`src/rtl/debug_step_controller_if.sv`:
```
// Control/status bundle between the board UI, the step controller and the CPU core.
// step_count exists only when DEBUG_STEP_COUNT_EN is defined.
interface debug_step_controller_if;
    logic [9:0]  debug_switch;
    logic [2:0]  debug_button;
    logic        instr_done;
    logic        cpu_en;
    logic        step_busy;
    logic [1:0]  mode;
    logic        step_timeout;
`ifdef DEBUG_STEP_COUNT_EN
    logic [15:0] step_count;

    modport master (output debug_switch, debug_button, instr_done,
                    input  cpu_en, step_busy, mode, step_timeout, step_count);
    modport slave  (input  debug_switch, debug_button, instr_done,
                    output cpu_en, step_busy, mode, step_timeout, step_count);
`else
    modport master (output debug_switch, debug_button, instr_done,
                    input  cpu_en, step_busy, mode, step_timeout);
    modport slave  (input  debug_switch, debug_button, instr_done,
                    output cpu_en, step_busy, mode, step_timeout);
`endif
endinterface

```
`src/rtl/debug_step_controller.sv`:
```
// CPU clock-enable sequencer: free run, single-cycle step or single-instruction step.
// Optional completed-step counter enabled by DEBUG_STEP_COUNT_EN.
module debug_step_controller #(
    parameter int unsigned DEBOUNCE_CYCLES = 500000,
    parameter int unsigned INSTR_TIMEOUT   = 1024
) (
    input  logic                   clk,
    input  logic                   rst,
    debug_step_controller_if.slave bus
);
    localparam int unsigned DB_W = $clog2(DEBOUNCE_CYCLES);
    localparam int unsigned IC_W = $clog2(INSTR_TIMEOUT + 1);

    typedef enum logic [1:0] {
        MODE_FREE  = 2'b00,
        MODE_CYCLE = 2'b01,
        MODE_INSTR = 2'b10
    } mode_e;

    typedef enum logic [1:0] {
        S_RUN,
        S_HALT,
        S_CYCLE,
        S_INSTR
    } state_e;

    // Index 0 = single-step button (bit 2), index 1 = instruction-step button (bit 1)
    logic [1:0]      btn_raw;
    logic [1:0]      sync1_q, sync2_q;
    logic [1:0]      deb_q, deb_d;
    logic [1:0]      press_q, press_d;
    logic [DB_W-1:0] db_cnt_q [2];
    logic [DB_W-1:0] db_cnt_d [2];

    mode_e           mode_d, mode_q;
    state_e          state_q;
    logic            cpu_en_q;
    logic            busy_q;
    logic            timeout_q;
    logic [IC_W-1:0] icnt_q, icnt_d;
    logic            unused_inputs;
`ifdef DEBUG_STEP_COUNT_EN
    logic [15:0]     step_count_q;
`endif

    assign btn_raw       = {bus.debug_button[1], bus.debug_button[2]};
    assign unused_inputs = ^{bus.debug_switch[8:1], bus.debug_button[0]};

    // A new level is accepted after DEBOUNCE_CYCLES consecutive samples that differ from it
    always_comb begin
        deb_d = deb_q;
        for (int unsigned i = 0; i < 2; i++) begin
            db_cnt_d[i] = '0;
            if (sync2_q[i] != deb_q[i]) begin
                if (db_cnt_q[i] == DB_W'(DEBOUNCE_CYCLES - 1)) begin
                    deb_d[i] = sync2_q[i];
                end else begin
                    db_cnt_d[i] = db_cnt_q[i] + 1'b1;
                end
            end
        end
        press_d = deb_q & ~deb_d;
    end

    always_ff @(posedge clk or posedge rst) begin
        if (rst) begin
            sync1_q <= '1;
            sync2_q <= '1;
            deb_q   <= '1;
            press_q <= '0;
            for (int unsigned i = 0; i < 2; i++) begin
                db_cnt_q[i] <= '0;
            end
        end else begin
            sync1_q <= btn_raw;
            sync2_q <= sync1_q;
            deb_q   <= deb_d;
            press_q <= press_d;
            for (int unsigned i = 0; i < 2; i++) begin
                db_cnt_q[i] <= db_cnt_d[i];
            end
        end
    end

    always_comb begin
        if (bus.debug_switch[9]) begin
            mode_d = MODE_INSTR;
        end else if (bus.debug_switch[0]) begin
            mode_d = MODE_CYCLE;
        end else begin
            mode_d = MODE_FREE;
        end
        icnt_d = (icnt_q == IC_W'(INSTR_TIMEOUT)) ? icnt_q : icnt_q + 1'b1;
    end

    always_ff @(posedge clk or posedge rst) begin
        if (rst) begin
            state_q      <= S_HALT;
            mode_q       <= MODE_FREE;
            cpu_en_q     <= 1'b0;
            busy_q       <= 1'b0;
            timeout_q    <= 1'b0;
            icnt_q       <= '0;
`ifdef DEBUG_STEP_COUNT_EN
            step_count_q <= '0;
`endif
        end else begin
            mode_q <= mode_d;
            // Free-run selection overrides every state, aborting steps without a timeout
            if (mode_d == MODE_FREE) begin
                state_q      <= S_RUN;
                cpu_en_q     <= 1'b1;
                busy_q       <= 1'b0;
`ifdef DEBUG_STEP_COUNT_EN
                step_count_q <= '0;
`endif
            end else begin
                case (state_q)
                    S_RUN: begin
                        state_q  <= S_HALT;
                        cpu_en_q <= 1'b0;
                        busy_q   <= 1'b0;
                    end
                    S_HALT: begin
                        if (mode_d == MODE_CYCLE && press_q[0]) begin
                            state_q  <= S_CYCLE;
                            cpu_en_q <= 1'b1;
                            busy_q   <= 1'b1;
                        end else if (mode_d == MODE_INSTR && press_q[1]) begin
                            state_q   <= S_INSTR;
                            cpu_en_q  <= 1'b1;
                            busy_q    <= 1'b1;
                            timeout_q <= 1'b0;
                            icnt_q    <= '0;
                        end
                    end
                    S_CYCLE: begin
                        state_q      <= S_HALT;
                        cpu_en_q     <= 1'b0;
                        busy_q       <= 1'b0;
`ifdef DEBUG_STEP_COUNT_EN
                        step_count_q <= step_count_q + 16'd1;
`endif
                    end
                    S_INSTR: begin
                        icnt_q <= icnt_d;
                        if (bus.instr_done) begin
                            state_q      <= S_HALT;
                            cpu_en_q     <= 1'b0;
                            busy_q       <= 1'b0;
`ifdef DEBUG_STEP_COUNT_EN
                            step_count_q <= step_count_q + 16'd1;
`endif
                        end else if (icnt_d == IC_W'(INSTR_TIMEOUT)) begin
                            state_q   <= S_HALT;
                            cpu_en_q  <= 1'b0;
                            busy_q    <= 1'b0;
                            timeout_q <= 1'b1;
                        end
                    end
                    default: begin
                        state_q  <= S_HALT;
                        cpu_en_q <= 1'b0;
                        busy_q   <= 1'b0;
                    end
                endcase
            end
        end
    end

    assign bus.cpu_en       = cpu_en_q;
    assign bus.step_busy    = busy_q;
    assign bus.mode         = mode_q;
    assign bus.step_timeout = timeout_q;
`ifdef DEBUG_STEP_COUNT_EN
    assign bus.step_count   = step_count_q;
`endif
endmodule

```
`src/flat_wrapper.sv`:
```
// flat-port wrapper written by rule: the top's interface ports become plain ports
module debug_step_controller_flat 
#(
    parameter int unsigned DEBOUNCE_CYCLES = 500000,
    parameter int unsigned INSTR_TIMEOUT   = 1024
)
  (clk, rst, bus_debug_switch, bus_debug_button, bus_instr_done, bus_cpu_en, bus_step_busy, bus_mode, bus_step_timeout);
  debug_step_controller_if bus_i ();
  input  logic clk;
  input  logic rst;
  input wire logic [$bits(bus_i.debug_switch)-1:0] bus_debug_switch;
  input wire logic [$bits(bus_i.debug_button)-1:0] bus_debug_button;
  input wire logic [$bits(bus_i.instr_done)-1:0] bus_instr_done;
  output wire logic [$bits(bus_i.cpu_en)-1:0] bus_cpu_en;
  output wire logic [$bits(bus_i.step_busy)-1:0] bus_step_busy;
  output wire logic [$bits(bus_i.mode)-1:0] bus_mode;
  output wire logic [$bits(bus_i.step_timeout)-1:0] bus_step_timeout;
  assign bus_i.debug_switch = bus_debug_switch;
  assign bus_i.debug_button = bus_debug_button;
  assign bus_i.instr_done = bus_instr_done;
  assign bus_cpu_en = bus_i.cpu_en;
  assign bus_step_busy = bus_i.step_busy;
  assign bus_mode = bus_i.mode;
  assign bus_step_timeout = bus_i.step_timeout;
  debug_step_controller #(.DEBOUNCE_CYCLES(DEBOUNCE_CYCLES), .INSTR_TIMEOUT(INSTR_TIMEOUT)) u_core (.clk(clk), .rst(rst), .bus(bus_i));
endmodule
```
`config.mk`:
```
export PLATFORM = sky130hd
export DESIGN_NAME = debug_step_controller_flat
export DESIGN_NICKNAME = d
export VERILOG_FILES = /design/src/rtl/debug_step_controller_if.sv /design/src/rtl/debug_step_controller.sv /design/src/flat_wrapper.sv
export SDC_FILE = /design/constraint.sdc
export NUM_CORES = 1
export LEC_CHECK = 0
export CAP_MARGIN = 20
export CORE_MARGIN = 3
export CORE_UTILIZATION = 25
export DETAILED_ROUTE_END_ITERATION = 8
export SETUP_SLACK_MARGIN = 0.15
export SYNTH_ARGS = -nofsm -noshare
export SYNTH_HDL_FRONTEND = slang
export SYNTH_SLANG_ARGS = --single-unit
```
`constraint.sdc`:
```
create_clock -name clk -period 2.8 [get_ports clk]
set_clock_uncertainty 0.05 [all_clocks]
set_input_delay 0.84 -clock clk [delete_from_list [all_inputs] [get_ports clk]]
set_output_delay 0.84 -clock clk [all_outputs]
set_load 0.02 [all_outputs]
```
==> impl_results.md <==
* Setup slack on the worst flop-to-flop path at 520 ps
* Worst Path Buf+Inv at 1
* Slowest CP cell: clkdlybuf4s50_1
* CP max FO at 5
* Cell depth of the worst setup path at 1
* CTS tree: done
* Register-to-Register Path Depth at 7
* Fraction of layout cells with a size suffix above 1 at 11.14%
* First-pass DRT Iterations at 4
* Seq/Total Area, Yosys at about 49%
* Kind of critical path: flop to primary output
* FILL cells at 1300
* Initial Util at 26.25%
* Fin crit share at between 80 and 90%
* Leakage dissipation at 1.563 nW
* Seq cells post-synth at 63
* Peak VDD IR at just over 0.3 mV
* Final Max Tran Viols at 0
* Mapped Cells at 339
* Final min period at approximately 2300 ps
* Dpl hpwl at about 4300 um
* PwrDens at 661.5 nW/um^2
* Syn nets at roughly 360
* Initial antenna violation count at 0
* Core footprint at about 12000 um^2
* Hold_buf cts at 0
* Post-route ant nets at 0
* Largest stage delay on the critical path at 660 ps
* Crit. End Element: primary output
* IO Port Bufs at 11
* Fmax at approximately 440 MHz
* Vias post-DR at 2413
* Worst-skew pair later-pin latency at between 300 and 400 ps
* Die H at approximately 120 um
* Die ar. at 14330 um^2
* Core Util, Final at 31.38%
* Final Cell Area at 3864 um^2
* Top FF cell, synth: dfrtp_1
* Tightest Pin Transition at 628.8 ps
* Hold WC Path Type: flop to flop
* Setup violations, final at 0
* Hold Path Stages at 0
* EDFF count, synth at 0
* Largest cells by area after synthesis: dfrtp_1, dfstp_2, nor2_1, xor2_1, nand2_1
* Dpl cell area at 3531 um^2
* Asr flop ratio synth at 100.0%
* Worst rel slew slack at roughly three fifths
* H-tree depth at 3
* Vias in the first global route at 2336
* TNS Setup at 0 ps
* FP Rows at 40
* Cell taking the most area after synthesis: dfrtp_1
* All-Layer GR Usage at 9.258%
* Synthesized area at roughly 3200 um^2
* Antenna Cells at 0
* Die W at 119.7 um
* Mean Syn Cell Area at 9.533 um^2
* Required @ worst endpoint at approximately 1900 ps
* Worst setup SP type: flop
* GRT Residual Overflow at 0
* Final #Nets at 374
* Final Non-Filler Cells at 527
* Yosys warns at 0
* DRC Markers at 0
* Worst setup margin at 504.8 ps
* Max clock buf depth at 2
* GP Congestion at 0.8158
* First-pass GRT wire length at 10910 um
* CTS buffer count at 9
* Max Cap Violations at 0
* Final WL at 6240 um
* Final hold vios at 0
* Cells after DPL at 511
* Iteration-0 DRC count of the detailed router at between 150 and 200
* Routed len/inst at 11.84 um
* Post-synth top area share at 43.36%
* Setup WS pre-CTS at between 300 and 400 ps
* Clock transition at path regs at 50 ps
* Clk sinks at 63
* Status: finished, final reports clean
* Most frequent cells in the layout: dfrtp_1, nor2_1, nand2_1, o21ai_0, xor2_1
* Pin count of the biggest net entering global routing at between 60 and 70
* Area taken by multi-input logic gates at 1553 um^2
* Critical path's top delay family: buffers and inverters
* Critical Path, Cell by Cell: clkdlybuf4s50_1
* Area Growth Syn to Fin at 19.55%
* RSZ-0062 raised after global routing: no
* CTS root buf: clkbuf_16
* Via density at 4.579
* Distinct cells, synth at 50
* Ports at 21
* Commonest non-fill, non-tap cell in the layout: dfrtp_1
* Post-CTS sizing at 0
* Arr. time, crit path at 1410 ps
* FF+latch area at roughly 1600 um^2
* Post-CTS Setup Bufs at 0
==> final cells by class <==
cell class,instances,area share (%)
clock inverter,5,2.073
sequential,63,41.03
inverter,12,1.166
timing repair buffer,13,3.562
tap,168,5.440
clock buffer,11,6.541
multi-input combinational,255,40.19
==> cells in the mapped netlist, types with 2 or more instances <==
| cell | count |
|---|---|
| nor4b_1 | 2 |
| xor2_1 | 17 |
| clkbuf_1 | 2 |
| nor4_1 | 3 |
| nand3_1 | 14 |
| or2_2 | 2 |
| mux2_2 | 2 |
| xnor2_1 | 14 |
| o211ai_1 | 2 |
| dfrtp_1 | 56 |
| o21ai_0 | 25 |
| nor4b_2 | 2 |
| dfstp_2 | 7 |
| o21ai_1 | 2 |
| nor2b_1 | 8 |
| buf_2 | 6 |
| nand2_1 | 36 |
| a21oi_1 | 15 |
| and3_1 | 5 |
| nor2_1 | 46 |
| o31ai_1 | 3 |
| ha_1 | 4 |
| and4_1 | 2 |
| inv_1 | 12 |
| nand4_1 | 11 |
| a31oi_1 | 2 |
| and3b_1 | 3 |
| or3_1 | 11 |
| nor3_1 | 4 |
==> layer usage <==
layer	part of all wire (%)	up-vias	wire length (um)	global-route usage, %
li1	-	1210	-	-
met1	49	1158	3082	12.46
met2	46	37	2867	14.09
met3	3.0	8	189	2.215
met4	1.6	0	100	4.223
met5	0	-	0	0
==> stage by stage <==
stage	total power, mW	hold slack [ps]
2_1_floorplan	1.271	295.2
4_1_cts	2.601	304.7
5_1_grt	2.688	311.2
3_3_place_gp	1.356	297.8
6_report	2.556	303.9
3_5_place_dp	1.364	297.5
==> logic make-up after synthesis <==
| group | share of synthesized area, % |
|---|---|
| buffers and inverters | 2.904 |
| flip-flops | 49.05 |
| XOR/XNOR | 8.904 |
| adder cells (fa/ha/maj) | 1.549 |
| AND/OR/NAND/NOR | 26.44 |
| AO/OA/AOI/OAI | 10.14 |
| multiplexers | 1.007 |
==> flip-flops by register name (all words and copies together), names as in the netlist <==
register / count
u_core.bus.cpu_en: 1
u_core.bus.mode: 2
u_core.bus.step_timeout: 1
u_core.db_cnt_q: 38
u_core.deb_q: 2
u_core.icnt_q: 11
u_core.press_q: 2
u_core.state_q: 2
u_core.sync1_q: 2
u_core.sync2_q: 2
==> worst reg2reg max path, stage by stage (launching register included) <==
cell and delay, ps:
dfrtp_1 460, ha_1 340, inv_1 170, or3_4 440
xnor2_2 150, nor4_2 240, nand4_1 140, a32oi_1 210
==> report_power, final <==
| part | switching, mW | internal [mW] | leakage [nW] |
|---|---|---|---|
| clock network | 0.386 | 0.825 | 0.158 |
| registers | 0.0781 | 0.957 | 0.840 |
| logic | 0.187 | 0.123 | 0.565 |
| total | 0.651 | 1.90 | 1.56 |
==> worst paths after layout <==
check,startpoint,end
max,u_core.state_q[1],bus_step_busy
min,u_core.sync1_q[1],u_core.sync2_q[1]
max reg2reg,u_core.icnt_q[1],u_core.bus.cpu_en
min reg2reg,u_core.sync1_q[1],u_core.sync2_q[1]
max in group asynchronous,rst,u_core.state_q[0]
min in group asynchronous,rst,u_core.db_cnt_q[20]
Power figures use the tool's default switching activity.
